===== config.mk =====
export PLATFORM = sky130hd
export DESIGN_NAME = crc_stream_gen
export DESIGN_NICKNAME = d
export VERILOG_FILES = /design/src/rtl/crc_stream_gen.sv
export SDC_FILE = /design/constraint.sdc
export NUM_CORES = 1
export LEC_CHECK = 0
export ABC_AREA = 1
export CORE_MARGIN = 2
export CORE_UTILIZATION = 30
export CTS_CLUSTER_DIAMETER = 30
export DETAILED_ROUTE_END_ITERATION = 6
export GPL_ROUTABILITY_DRIVEN = 0
export GPL_TIMING_DRIVEN = 0
export PLACE_DENSITY = 0.62
export SETUP_SLACK_MARGIN = 0.05
export SYNTH_ARGS = -nofsm -noshare
export SYNTH_HDL_FRONTEND = slang
export SYNTH_SLANG_ARGS = --single-unit

===== constraint.sdc =====
create_clock -name clk -period 1.27 [get_ports clk]
set_input_delay 0.127 -clock clk [delete_from_list [all_inputs] [get_ports clk]]
set_output_delay 0.127 -clock clk [all_outputs]
set_load 0.02 [all_outputs]

===== src/rtl/crc_stream_gen.sv =====
// rtl/crc_stream_gen.sv - parametrised streaming CRC generator/checker
//
// Accepts a valid/ready byte-lane stream, folds every kept lane of each
// accepted beat into a Galois LFSR in a single cycle, and on the final beat
// of a message holds the finished CRC until the consumer takes it.
//
// Ports:
//   clk        in   clock, rising edge
//   rst_n      in   asynchronous active-low reset
//   s_valid    in   input beat valid
//   s_ready    out  input beat accepted when s_valid & s_ready
//   s_data     in   beat data, lane 0 = [7:0] first in message order
//   s_keep     in   per-lane enables
//   s_last     in   final beat of message
//   clear      in   synchronous abort (register to INIT, held result dropped)
//   crc_valid  out  result available
//   crc_ready  in   result consumed when crc_valid & crc_ready
//   crc_out    out  final CRC (REFOUT and XOR_OUT applied)
//   crc_ok     out  raw register matched RESIDUE at message end

module crc_stream_gen #(
  parameter int unsigned          CRC_WIDTH  = 16,
  parameter logic [CRC_WIDTH-1:0] POLY       = 16'h1021,
  parameter int unsigned          DATA_WIDTH = 8,
  parameter logic [CRC_WIDTH-1:0] INIT       = 16'hFFFF,
  parameter logic [CRC_WIDTH-1:0] XOR_OUT    = 16'h0000,
  parameter bit                   REFIN      = 1'b0,
  parameter bit                   REFOUT     = 1'b0,
  parameter logic [CRC_WIDTH-1:0] RESIDUE    = 16'h0000
) (
  input  logic                      clk,
  input  logic                      rst_n,
  input  logic                      s_valid,
  output logic                      s_ready,
  input  logic [DATA_WIDTH-1:0]     s_data,
  input  logic [DATA_WIDTH/8-1:0]   s_keep,
  input  logic                      s_last,
  input  logic                      clear,
  output logic                      crc_valid,
  input  logic                      crc_ready,
  output logic [CRC_WIDTH-1:0]      crc_out,
  output logic                      crc_ok
);

  localparam int unsigned LANES = DATA_WIDTH / 8;

  typedef enum logic {
    ST_ACCUM = 1'b0,
    ST_HOLD  = 1'b1
  } state_t;

  state_t               state_q, state_d;
  logic [CRC_WIDTH-1:0] crc_q, crc_d;
  logic [CRC_WIDTH-1:0] crc_out_q, crc_out_d;
  logic                 crc_ok_q, crc_ok_d;

  logic                 beat_acc;
  logic [CRC_WIDTH-1:0] raw_next;
  logic [7:0]           lane_byte;
  logic                 fb;

  function automatic logic [7:0] bitrev8(input logic [7:0] v);
    logic [7:0] r;
    for (int i = 0; i < 8; i++) begin
      r[i] = v[7-i];
    end
    return r;
  endfunction

  function automatic logic [CRC_WIDTH-1:0] bitrev_crc(input logic [CRC_WIDTH-1:0] v);
    logic [CRC_WIDTH-1:0] r;
    for (int i = 0; i < int'(CRC_WIDTH); i++) begin
      r[i] = v[int'(CRC_WIDTH)-1-i];
    end
    return r;
  endfunction

  // State register
  always_ff @(posedge clk or negedge rst_n) begin
    if (!rst_n) begin
      state_q <= ST_ACCUM;
    end else begin
      state_q <= state_d;
    end
  end

  // Next-state logic; clear wins over everything, including a last beat
  always_comb begin
    state_d = state_q;
    if (clear) begin
      state_d = ST_ACCUM;
    end else begin
      case (state_q)
        ST_ACCUM: if (s_valid && s_last) state_d = ST_HOLD;
        ST_HOLD:  if (crc_ready)         state_d = ST_HOLD == ST_HOLD ? ST_ACCUM : ST_ACCUM;
        default:                         state_d = ST_ACCUM;
      endcase
    end
  end

  // Output decode: both handshake outputs come straight from the state flop,
  // so there is no combinational path from crc_ready to s_ready.
  always_comb begin
    s_ready   = (state_q == ST_ACCUM);
    crc_valid = (state_q == ST_HOLD);
  end

  // A beat presented alongside clear is discarded even though s_ready is high
  assign beat_acc = s_valid & s_ready & ~clear;

  // Unrolled LFSR over all lanes in message order; lanes with keep=0 pass
  // the register through untouched so sparse keep patterns work.
  always_comb begin
    raw_next  = crc_q;
    lane_byte = '0;
    fb        = 1'b0;
    for (int l = 0; l < int'(LANES); l++) begin
      if (s_keep[l]) begin
        lane_byte = s_data[8*l +: 8];
        if (REFIN) begin
          lane_byte = bitrev8(lane_byte);
        end
        for (int b = 7; b >= 0; b--) begin
          fb       = raw_next[CRC_WIDTH-1] ^ lane_byte[b];
          raw_next = {raw_next[CRC_WIDTH-2:0], 1'b0} ^ (fb ? POLY : '0);
        end
      end
    end
  end

  // Working register and result capture. The last beat reloads INIT in the
  // same cycle so the next message can start right after the HOLD bubble.
  always_comb begin
    crc_d     = crc_q;
    crc_out_d = crc_out_q;
    crc_ok_d  = crc_ok_q;
    if (clear) begin
      crc_d = INIT;
    end else if (beat_acc) begin
      if (s_last) begin
        crc_d     = INIT;
        crc_out_d = (REFOUT ? bitrev_crc(raw_next) : raw_next) ^ XOR_OUT;
        crc_ok_d  = (raw_next == RESIDUE);
      end else begin
        crc_d = raw_next;
      end
    end
  end

  always_ff @(posedge clk or negedge rst_n) begin
    if (!rst_n) begin
      crc_q     <= INIT;
      crc_out_q <= '0;
      crc_ok_q  <= 1'b0;
    end else begin
      crc_q     <= crc_d;
      crc_out_q <= crc_out_d;
      crc_ok_q  <= crc_ok_d;
    end
  end

  assign crc_out = crc_out_q;
  assign crc_ok  = crc_ok_q;

endmodule


== After elaboration in Yosys (flattened, before gate mapping) ==
Index checks and enable logic that the tools add are counted.

* Bits in registers: 34
* Input port bits: 15
* Output and inout bits: 19
* Word-level logic and storage cells: 44

* Muxes and demuxes: 16
* Bitwise operators: 20
* Reductions and logical operators: 4

{| class="wikitable"
|+ Operator list
! kind !! number
|-
| $xor 16x13->16 || 8
|-
| $mux 13 || 8
|-
| $mux 16 || 4
|-
| $logic_not 16->1 || 1
|-
| $xor 1x1->1 || 8
|-
| $mux 1 || 3
|-
| $reduce_and 3->1 || 1
|-
| $and 1x1->1 || 2
|-
| $not 1->1 || 2
|-
| $pmux 1 s2 || 1
|-
| $reduce_bool 2->1 || 1
|-
| $logic_and 1x1->1 || 1
|}

== Depth between registers and ports, before layout ==
Gate-level depths: netlist (run 1).

* Depth after elaboration: 28
* Gate-level depth with buffers: 13
* Depth with buffers taken out: 13

== Worst setup path before layout (run 1) ==
No wires, ideal clock.

* Kind: reg-to-reg
* Start: register state_q, in the netlist crc_valid
* End: register crc_ok_q, in the netlist crc_ok
* Setup time: 65 ps
* Arrival: 1332 ps
* Required time: 1205 ps
* Slack: -127 ps
* Cell stages (with the launch flop): 10
* Buffers on the path: 0
* Period minus slack after synthesis: 1397 ps
* Path through: dfrtp_1 > inv_2 > nand2_2 > nor3_4 > nand3_1 > a21oi_1 > nand2_1 > nor2_1 > nand3_1 > nand2_1

* Word-level cells in the longest chain between the ends: 4

{| class="wikitable"
|+ Ends and longest elaborated chain
! item !! line !! text
|-
| start, declared || 52 || <nowiki>state_t state_q, state_d;</nowiki>
|-
| start signal, assigned || 83 || <nowiki>state_q <= state_d;</nowiki>
|-
| $not 1->1 || n/a ||
|-
| via s_ready || 34 || <nowiki>output logic s_ready,</nowiki>
|-
| $and 1x1->1 (2 in series) || 109 || <nowiki>assign beat_acc = s_valid & s_ready & ~clear;</nowiki>
|-
| $reduce_and 3->1 (no line) || n/a ||
|-
| end signal, assigned || 158 || <nowiki>crc_ok_q <= crc_ok_d;</nowiki>
|-
| end, declared || 55 || <nowiki>logic crc_ok_q, crc_ok_d;</nowiki>
|}

The timed path passes the listed nets, and every way through them passes these cells.
A chain may end at the register's enable or synchronous reset.

== Final worst setup path (run 1) ==
* Start: register crc_q[12]
* End: register crc_ok_q, in the netlist crc_ok

* Word-level cells in the longest chain between the ends: 14

{| class="wikitable"
|+ Ends and longest elaborated chain
! item !! line !! text
|-
| start, declared || 53 || <nowiki>logic [CRC_WIDTH-1:0] crc_q, crc_d;</nowiki>
|-
| start signal, assigned || 156 || <nowiki>crc_q <= crc_d;</nowiki>
|-
| $xor 16x13->16 (3 in series) || 125 || <nowiki>raw_next = {raw_next[CRC_WIDTH-2:0], 1'b0} ^ (fb ? POLY : '0);</nowiki>
|-
| $xor 1x1->1 || 124 || <nowiki>fb = raw_next[CRC_WIDTH-1] ^ lane_byte[b];</nowiki>
|-
| $mux 13 || 125 ||
|-
| $xor 16x13->16 (4 in series) || 125 ||
|-
| $xor 1x1->1 || 124 ||
|-
| $mux 13 || 125 ||
|-
| $xor 16x13->16 || 125 ||
|-
| $mux 16 * || 118 || <nowiki>if (s_keep[l]) begin</nowiki>
|-
| $logic_not 16->1 * || 143 || <nowiki>crc_ok_d = (raw_next == RESIDUE);</nowiki>
|}

Every way passes the cells marked *; elsewhere a longest branch is shown, timed or not.

==> impl_metrics.toml, run 1 <==
[finish]
mostFrequentLayoutCells = "nand2_1, nand2_2, inv_1"
final_common_cell = "nand2_1"
multi_input_area_um2 = 1335
drive_gt1_share_pct = 50.96
fillCellCount = 649
final_nets = 379
final_area_um2 = 3297
antenna_cells = 0
register_area_um2 = 872.1
stdcell_count = 445
area_growth_pct = 58.54

[global_route]
antenna_found_initial = 0
grt_pass1_vias = 1995
grt_pass1_wl_um = 9466
grt_max_degree = 35
grt_overflow = 0
grtUsageTotal_pct = 16.10

[hold_path]
hold_depth = 2
min_to = "crc_valid$_DFF_PN0_"
holdCritPathClass = "in -> reg"
hp-start = "crc_ready"

[setup_path]
reg2reg_from = "crc_q[12]$_DFFE_PN1P_"
worstPathArrival_ns = 1.84
rr_endpoint = "crc_ok$_DFFE_PN0P_"
startpoint_type = "register"
critPathRequiredTime_ns = 1.51
r2r_cells = 10
cp-end-kind = "register"
r2r_slack_ns = -0.33
crit_fanout = 4
crit_type = "reg -> reg"

[timing]
setup_tns_ns = -3.534
setup_viol = 27
holdWs_ns = 0.3905
tightest_slew_ns = 0.7557
fmax_ghz = 0.6260
setup_slack_ns = -0.3275
slew_headroom_pct = 49.62
min_period_over_period_pct = 125.8
rsz0062_at_grt = "yes"
hold_violations = 0
period_minus_slack_ns = 1.598
fin_worst_skew_ns = 0.009658
drv_slew = 0

[synthesis]
synth_area_per_cell_um2 = 7.097
synth-edff-count = 0
synth-compound-area-share_pct = 9.747
async_flop_share_pct = 100.0
synth-simple-area-share_pct = 36.22
synth-adder-area-share_pct = 0
synth_cell_types = 24
ys_seq_elements = 34
synth-seq-area-share_pct = 41.88
synth_xor_area_share_pct = 1.264
synthCells = 293
synth_ff_type = "dfrtp_1"
syn_area_um2 = 2079
syn-num-nets = 308
synthMuxAreaShare_pct = 0
ys_warn_count = 0
synth_top_family_by_area = "simple AND/OR/NAND/NOR gates"

[floorplanning]
core-area_um2 = 6756
io_pins = 34
die_w_um = 87.26
start_util_pct = 30.78
die_h_um = 87.26
die_area_um2 = 7613
rows = 30

[detailed_routing]
drt-vias-per-instance = 4.739
drt-initial-drc-count = 189
drcViolationCount = 0
vias = 2109
wl_um = 5950
dr.pass1.iters = 4
ant_nets = 0
wl_per_cell_um = 13.37

[power]
combPwrFrac_pct = 35.3
p_leak_nw = 1.662
netSwitchingFraction_pct = 35.57
clkPwrFrac_pct = 25.7
switching_power_mw = 1.205
p_seq_share_pct = 39.0
power_density_nw_per_um2 = 1027
ir_drop_v = 0.0003737
internal_power_mw = 2.181

[clock_network]
cts_root_buffer = "clkbuf_8"
cts_tree = "done"
htree_levels = 2
clk_latency_ns = 0.30
path_clk_slew_ns = 0.08
cts.sinks = 34
cts_buffers = 5
clockBufferDepth = 2

[placed_design]
placed_cells_incl_taps = 406
placed_area_um2 = 2522
portBuffers = 33
dpl.hpwl_um = 3763

[status]
violations = "setup timing"
status = "finished, violations left"

[job]
cap_viol_max_count = 0
worst max-delay path by stage:
stage,start,endpoint,slack (ns),cells after the start
6_report,crc_q[12]$_DFFE_PN1P_,crc_ok$_DFFE_PN0P_,-0.33,10
5_1_grt,crc_q[12]$_DFFE_PN1P_,crc_ok$_DFFE_PN0P_,-0.39,10
4_1_cts,crc_q[12]$_DFFE_PN1P_,crc_ok$_DFFE_PN0P_,-0.27,12
3_5_place_dp,s_keep,crc_ok$_DFFE_PN0P_,-0.44,11
3_3_place_gp,rst_n,crc_valid$_DFF_PN0_,-0.82,1
2_1_floorplan,crc_valid$_DFF_PN0_,crc_ok$_DFFE_PN0P_,-0.07,9
critical path: stages (launching register included):
cell and delay, ns:
dfstp_2 0.56, inv_2 0.05, nand2_2 0.07, nand2_4 0.07, nand2_1 0.15, nand3_2 0.12, a21oi_1 0.16, nand2_1 0.07
nor2_1 0.11, nand3_1 0.10, nand2_1 0.06
Yosys cell counts, types with 3 or more instances:
cell type    n  area (µm²)
nand3_1     24       120.1
xnor2_1      3       26.28
dfrtp_1     18       450.4
o21ai_0     24       120.1
o22ai_1      3       18.77
a22oi_1      4       30.03
nor2_2       3       18.77
inv_2       12       45.04
inv_1       36       135.1
dfstp_2     16       420.4
nand2_2     25       156.4
nand2_1    106       397.9
nand3_2      3       30.03
clkbuf_1     3       11.26
buf_4        4       30.03
timing repair:
item                       CTS  global route
gates resized for setup    100            68
hold endpoints to repair    18             0
setup endpoints to repair   53            34
cloned                       4             0
pin swaps                   31            21
hold buffers                 1             0
buffers inserted            17            10
power by group through the flow:
stage	Clock, mW	Combinational (mW)	Sequential (mW)
after floorplan	0	0.385	1.46
after global placement	0	0.925	1.32
after detailed placement	0	0.933	1.33
after CTS	0.885	1.05	1.31
after global routing	0.941	1.29	1.34
final	0.871	1.19	1.32
state kept, by name, summed over array words and instances, names as in the netlist:
register   flops
crc_q         16
crc_valid      1
crc_out       16
crc_ok         1
cells by family (layout without fill, tap and decap cells):
group | count (synthesis) | count (layout)
AO/OA/AOI/OAI | 36 | 36
flip-flops | 34 | 34
AND/OR/NAND/NOR | 164 | 164
XOR/XNOR | 3 | 3
buffers and inverters | 56 | 128
metrics by stage:
| step | worst slack [ns] | utilization, % | power, mW |
|---|---|---|---|
| 4_1_cts | -0.2652 | 44.67 | 3.245 |
| 3_3_place_gp | -0.8185 | 37.41 | 2.250 |
| 3_5_place_dp | -0.4421 | 37.33 | 2.261 |
| 5_1_grt | -0.3903 | 48.80 | 3.569 |
| 6_report | -0.3275 | 48.80 | 3.386 |
| 2_1_floorplan | -0.06941 | - | 1.849 |
final cells by class:
type | count | share of cell area [%]
plain buffers | 8 | 2.732
clock buffers | 6 | 2.505
clock inverters | 2 | 0.3795
inverters | 48 | 5.844
multi-input cells | 203 | 40.49
flip-flops and latches | 34 | 26.45
well taps | 80 | 3.036
repair buffers | 64 | 18.56
layer usage:
layer / global-route usage (%) / vias to the layer above / wire, µm / share of wire (%)
met5: 0 / - / 0 / 0
met4: 4.056 / 0 / 112 / 1.9
met3: 3.507 / 11 / 263 / 4.4
met2: 26.17 / 54 / 2880 / 48
met1: 21.74 / 991 / 2694 / 45
li1: - / 1053 / - / -
Note: power is estimated with default switching activity, not from simulation.
==> inputs of run 2 (changes only) <==
==> constraint.sdc (replaced) <==
create_clock -name clk -period 1.27 [get_ports clk]
set_input_delay 0.3175 -clock clk [delete_from_list [all_inputs] [get_ports clk]]
set_output_delay 0.3175 -clock clk [all_outputs]
set_load 0.02 [all_outputs]
==> run 2 against run 1 <==
Effect of this change:
- the flow still finishes with violations (setup timing)
- core utilization fell by 0.93 points
- sequential cell count did not move
- power fell by 1.1%
- sequential share of layout area rose by 0.51 points
- critical path depth rose by 2
- count of clock-buffer cells in the layout did not move
- non-clock buffer count rose by 1
- hold slack got worse by 0.29 ns
- sequential power barely moved
- cell area fell by 1.9%
- critical endpoint unchanged
- largest cell class unchanged
- largest power group unchanged
- highest routed layer unchanged
==> impl_metrics.toml, run 2 (synthesis results as in run 1) <==
[detailed_routing]
vias = 2102
drt-initial-drc-count = 102
wl_um = 6105
dr.pass1.iters = 4
wl_per_cell_um = 13.69
drcViolationCount = 0
drt-vias-per-instance = 4.713
ant_nets = 0

[timing]
rsz0062_at_grt = "yes"
setup_viol = 30
setup_slack_ns = -0.2894
fin_worst_skew_ns = 0.01009
hold_violations = 0
slew_headroom_pct = 47.49
period_minus_slack_ns = 1.559
min_period_over_period_pct = 122.8
drv_slew = 0
tightest_slew_ns = 0.7877
fmax_ghz = 0.6413
setup_tns_ns = -3.275
holdWs_ns = 0.09820

[finish]
drive_gt1_share_pct = 56.56
antenna_cells = 0
mostFrequentLayoutCells = "nand2_1, nand2_2, inv_1"
stdcell_count = 446
final_nets = 380
final_common_cell = "nand2_1"
area_growth_pct = 55.54

[placed_design]
dpl.hpwl_um = 3763
portBuffers = 33
placed_cells_incl_taps = 406

[setup_path]
cp-end-kind = "register"
critPathRequiredTime_ns = 1.51
startpoint_type = "register"
crit_type = "reg -> reg"
crit_fanout = 4
worstPathArrival_ns = 1.80
r2r_slack_ns = -0.29

[power]
p_seq_share_pct = 39.4
power_density_nw_per_um2 = 1035
combPwrFrac_pct = 34.3
switching_power_mw = 1.213
p_total_mw = 3.347
internal_power_mw = 2.134
netSwitchingFraction_pct = 36.23
clkPwrFrac_pct = 26.3
ir_drop_v = 0.0003672
p_leak_nw = 1.657

[global_route]
grtUsageTotal_pct = 16.28
grt_pass1_vias = 2024
grt_pass1_wl_um = 9597
grt_max_degree = 35
antenna_found_initial = 0
grt_overflow = 0

[floorplanning]
die_w_um = 87.26
die_h_um = 87.26
die_area_um2 = 7613
io_pins = 34
core-area_um2 = 6756
start_util_pct = 30.78
rows = 30

[clock_network]
htree_levels = 2
clk_latency_ns = 0.30
cts_root_buffer = "clkbuf_8"
cts_tree = "done"
clockBufferDepth = 2
cts_buffers = 5
hold_buffers = 0
path_clk_slew_ns = 0.08
cts.sinks = 34

[hold_path]
holdCritPathClass = "in -> async"

[status]
status = "finished, violations left"
violations = "setup timing"

[job]
cap_viol_max_count = 0
## run 2: cell types whose count changed in the layout (fill, tap and decap cells not counted), moves of 2 or more
cell and delta:
a22oi_1 +2, a22oi_2 -2, buf_2 +16, buf_4 +3, clkdlybuf4s50_1 -10, dlygate4sd2_1 -9
nand2_2 +4, nand2_4 -4, nand3_1 -2, nand3_2 +2, o21ai_0 +3, o21ai_1 -3
## run 2: routing by layer
layer | global-route usage (%) | routed length [µm]
met1 | 21.92 | 2709
met2 | 26.45 | 2967
met3 | 3.602 | 326
met4 | 4.196 | 102
met5 | 0 | 0
## run 2: metrics by stage
| stage | util [%] | cell area, µm² | setup WS, ns |
|---|---|---|---|
| 6_report | 47.87 | 3234 | -0.2894 |
| 5_1_grt | 47.87 | 3234 | -0.3747 |
| 4_1_cts | 43.48 | 2938 | -0.2644 |
| 3_5_place_dp | 37.33 | 2522 | -0.6326 |
| 3_3_place_gp | 37.41 | 2527 | -1.009 |
| 2_1_floorplan | - | 2097 | -0.06941 |
## run 2: final timing paths
| check | from | to | depth (start not counted) |
|---|---|---|---|
| worst max-delay path | crc_q[14]$_DFFE_PN1P_ | crc_ok$_DFFE_PN0P_ | 12 |
| worst min-delay path | rst_n | crc_out[7]$_DFFE_PN0P_ | 1 |
| worst max register to register | crc_q[14]$_DFFE_PN1P_ | crc_ok$_DFFE_PN0P_ | 12 |
| worst min register to register | crc_out[11]$_DFFE_PN0P_ | crc_out[11]$_DFFE_PN0P_ | 2 |
| max in group asynchronous | rst_n | crc_valid$_DFF_PN0_ | 1 |
| min in group clk | crc_out[11]$_DFFE_PN0P_ | crc_out[11]$_DFFE_PN0P_ | 2 |
## run 2: layout make-up
| cell class | instances | area, µm² |
|---|---|---|
| Buffer | 8 | 96.34 |
| Clock buffer | 6 | 82.58 |
| Clock inverter | 2 | 12.51 |
| Fill cell | 648 | 3522 |
| Inverter | 48 | 190.2 |
| Multi-Input combinational cell | 203 | 1334 |
| Sequential cell | 34 | 872.1 |
| Tap cell | 80 | 100.1 |
| Timing Repair Buffer | 65 | 546.8 |
## run 2: power by group through the flow
stage / Sequential, mW / Clock [mW] / Combinational [mW]
finish: 1.32 / 0.882 / 1.15
global route: 1.33 / 0.945 / 1.24
CTS: 1.31 / 0.885 / 1.01
detailed placement: 1.33 / 0 / 0.933
global placement: 1.32 / 0 / 0.925
floorplan: 1.46 / 0 / 0.385
## run 2: worst max-delay path, cell delays in order, from the launching register on
cell,delay [ns]
dfstp_2,0.57
inv_2,0.06
nand2_2,0.07
nand2_2,0.07
nand2_2,0.10
nand3_1,0.11
nand2_2,0.10
nand2_1,0.05
inv_1,0.05
nand2_1,0.05
nor2_2,0.11
nand3_2,0.09
nand2_1,0.06
## run 2: what timing repair did
action	in CTS	in global routing
pin swaps	30	27
gates cloned	4	0
buffers inserted	19	9
endpoints found under the setup margin	53	36
gates resized for setup	166	63
==> inputs of run 3 (changes only) <==
--- a/config.mk
+++ b/config.mk
@@ -5,14 +5,15 @@
 export SDC_FILE = /design/constraint.sdc
 export NUM_CORES = 1
 export LEC_CHECK = 0
-export ABC_AREA = 1
+export ABC_AREA = 0
 export CORE_MARGIN = 2
 export CORE_UTILIZATION = 30
 export CTS_CLUSTER_DIAMETER = 30
 export DETAILED_ROUTE_END_ITERATION = 6
+export DONT_BUFFER_PORTS = 1
 export GPL_ROUTABILITY_DRIVEN = 0
 export GPL_TIMING_DRIVEN = 0
-export PLACE_DENSITY = 0.62
+export PLACE_DENSITY = 0.55
 export SETUP_SLACK_MARGIN = 0.05
 export SYNTH_ARGS = -nofsm -noshare
 export SYNTH_HDL_FRONTEND = slang
==> run 3 against run 2 <==
Effect of this change:
- critical path type unchanged
- register-to-register slack worse by 0.20 ns
- synthesized area is 16% lower
- count of clock-buffer cells in the layout is 1 lower
- die area is 16% lower
- core utilization is 2.5 points higher
- routed wire length is 18% lower
- global-route usage is 0.42 points higher
- the flow still finishes with violations (setup timing)
- final cell count is 36% lower
- setup slack worse by 0.20 ns
==> impl_metrics.toml, run 3 <==
[synthesis]
synth-edff-count = 0
async_flop_share_pct = 100.0
synth_largest_area_cell = "dfrtp_1"
synth_cell_types = 26
synthCells = 169
ys_seq_elements = 34
ys_warn_count = 0
ys_top_cells_by_area = "dfrtp_1, dfstp_2, xnor2_1"
yosysTopAreaCellShare_pct = 25.86
synth_area_per_cell_um2 = 10.31
syn_area_um2 = 1742
yosysMostFrequentCell = "nand2_1"
synth_common_cells = "nand2_1, dfrtp_1, a21oi_1, nor2_1"
synth_ff_type = "dfrtp_1"
syn-num-nets = 184
synth-seq-area-share_pct = 50.00

[clock_network]
clk_latency_ns = 0.30
cts.sinks = 34
cts_tree = "done"
clockBufferDepth = 2
path_clk_slew_ns = 0.08
cts_root_buffer = "clkbuf_8"
cts_buffers = 5
htree_levels = 2

[detailed_routing]
vias = 1402
drt-vias-per-instance = 4.885
wl_um = 5021
drcViolationCount = 0
drt-initial-drc-count = 74
dr.pass1.iters = 4
ant_nets = 0
wl_per_cell_um = 17.49

[timing]
holdWs_ns = 0.09886
hold_violations = 0
drv_slew = 0
setup_tns_ns = -7.170
setup_slack_ns = -0.4857
fmax_ghz = 0.5696
tightest_slew_ns = 0.3632
slew_headroom_pct = 75.79
min_period_over_period_pct = 138.2
setup_viol = 33
fin_worst_skew_ns = 0.004978
rsz0062_at_grt = "yes"
period_minus_slack_ns = 1.756

[finish]
final_common_cell = "buf_4"
area_growth_pct = 60.13
final_nets = 229
fin_util_pct = 50.34
fillCellCount = 473
drive_gt1_share_pct = 64.65
mostFrequentLayoutCells = "buf_4, nand2_1, nor2_1, dfrtp_1, dfstp_2"
antenna_cells = 0

[power]
netSwitchingFraction_pct = 32.08
p_total_mw = 3.734
clkPwrFrac_pct = 33.1
combPwrFrac_pct = 26.1
internal_power_mw = 2.536
p_seq_share_pct = 40.8
power_density_nw_per_um2 = 1339
ir_drop_v = 0.0007685
switching_power_mw = 1.198
p_leak_nw = 1.163

[setup_path]
critPathRequiredTime_ns = 1.49
startpoint_type = "register"
reg2reg_from = "crc_q[8]$_DFFE_PN1P_"
crit_start = "crc_q[8]$_DFFE_PN1P_"
crit_type = "reg -> reg"
cp-end-kind = "register"
worstPathArrival_ns = 1.98
crit_fanout = 3

[placed_design]
place_ws_ns = -0.6881
portBuffers = 0
dpl.hpwl_um = 2914

[hold_path]
holdCritPathClass = "in -> reg"
hp-start = "crc_ready"

[floorplanning]
io_pins = 34
rows = 27
die_w_um = 80.20
die_h_um = 80.20
die_area_um2 = 6431
core-area_um2 = 5540
start_util_pct = 31.44

[global_route]
antenna_found_initial = 0
grtUsageTotal_pct = 16.69
grt_overflow = 0
grt_pass1_vias = 1434
grt_max_degree = 35
grt_pass1_wl_um = 7852

[status]
status = "finished, violations left"
violations = "setup timing"

[job]
cap_viol_max_count = 0
run 3: cell count changes after synthesis, moves of 4 or more:
cell     before  now
a21oi_1       1   17
a22oi_1       4    0
inv_1        36    1
inv_2        12    0
mux2i_1       0    9
nand2_1     106   23
nand2_2      25    0
nand3_1      24    1
nor2_1        1   17
o21ai_0      24   16
xnor2_1       3   14
xnor2_2       0    4
xor2_1        0   12
run 3: layer usage:
| layer | global-route usage, % | vias to the layer above | share of wire (%) |
|---|---|---|---|
| li1 | - | 651 | - |
| met1 | 22.17 | 696 | 44 |
| met2 | 25.83 | 46 | 48 |
| met3 | 4.382 | 9 | 6.4 |
| met4 | 6.610 | 0 | 1.7 |
| met5 | 0 | - | 0 |
run 3: layout make-up:
cell class / count / area, µm² / share of cell area [%]
timing repair buffer: 38 / 325.3 / 11.66
clock inverter: 3 / 68.82 / 2.467
inverter: 1 / 6.256 / 0.2243
buffer: 8 / 116.4 / 4.172
clock buffer: 5 / 68.82 / 2.467
multi-input combinational: 126 / 1241 / 44.50
tap: 72 / 90.09 / 3.230
sequential: 34 / 872.1 / 31.27
run 3: power by group through the flow:
| stage | clock (mW) | sequential [mW] | combinational [mW] |
|---|---|---|---|
| 2_1_floorplan | 0 | 1.51 | 0.398 |
| 3_3_place_gp | 0 | 1.53 | 0.485 |
| 3_5_place_dp | 0 | 1.54 | 0.492 |
| 4_1_cts | 1.24 | 1.53 | 0.815 |
| 5_1_grt | 1.30 | 1.55 | 1.05 |
| 6_report | 1.24 | 1.52 | 0.976 |
run 3: logic make-up after synthesis:
family	Yosys count	share of synthesized area (%)
xor+xnor	30	16.81
mux	11	7.256
buf+inv	9	2.442
simple gates	48	12.00
flops	34	50.00
compound gates	37	11.49
run 3: worst paths after layout:
check	endpoint	slack (ns)	depth (start not counted)
max	crc_ok$_DFFE_PN0P_	-0.49	6
min	crc_valid$_DFF_PN0_	0.1	1
max reg2reg	crc_ok$_DFFE_PN0P_	-0.49	6
min reg2reg	crc_q[1]$_DFFE_PN1P_	0.56	2
max in group asynchronous	crc_q[6]$_DFFE_PN1P_	0.56	2
min in group asynchronous	crc_valid$_DFF_PN0_	0.47	2
run 3: worst max-delay path: stages, from the launching register on:
cell and delay, ns:
dfstp_2 0.59, xor2_4 0.20, xnor2_4 0.12, mux2i_2 0.23, and4_1 0.22, nand4_1 0.13, o31ai_2 0.19
run 3: timing repair:
| action | 4_1_cts | 5_1_grt |
|---|---|---|
| resized for setup | 62 | 30 |
| endpoints found under the hold margin | 34 | 0 |
| gates cloned | 1 | 1 |
| hold buffers | 2 | 0 |
| pin swaps | 16 | 19 |
| endpoints found under the setup margin | 35 | 35 |
| buffers inserted | 31 | 9 |
run 3: metrics by stage:
step	area [µm²]	std cells
3_5_place_dp	1892	241
5_1_grt	2789	287
6_report	2789	287
4_1_cts	2608	281
3_3_place_gp	1892	241
2_1_floorplan	1802	169
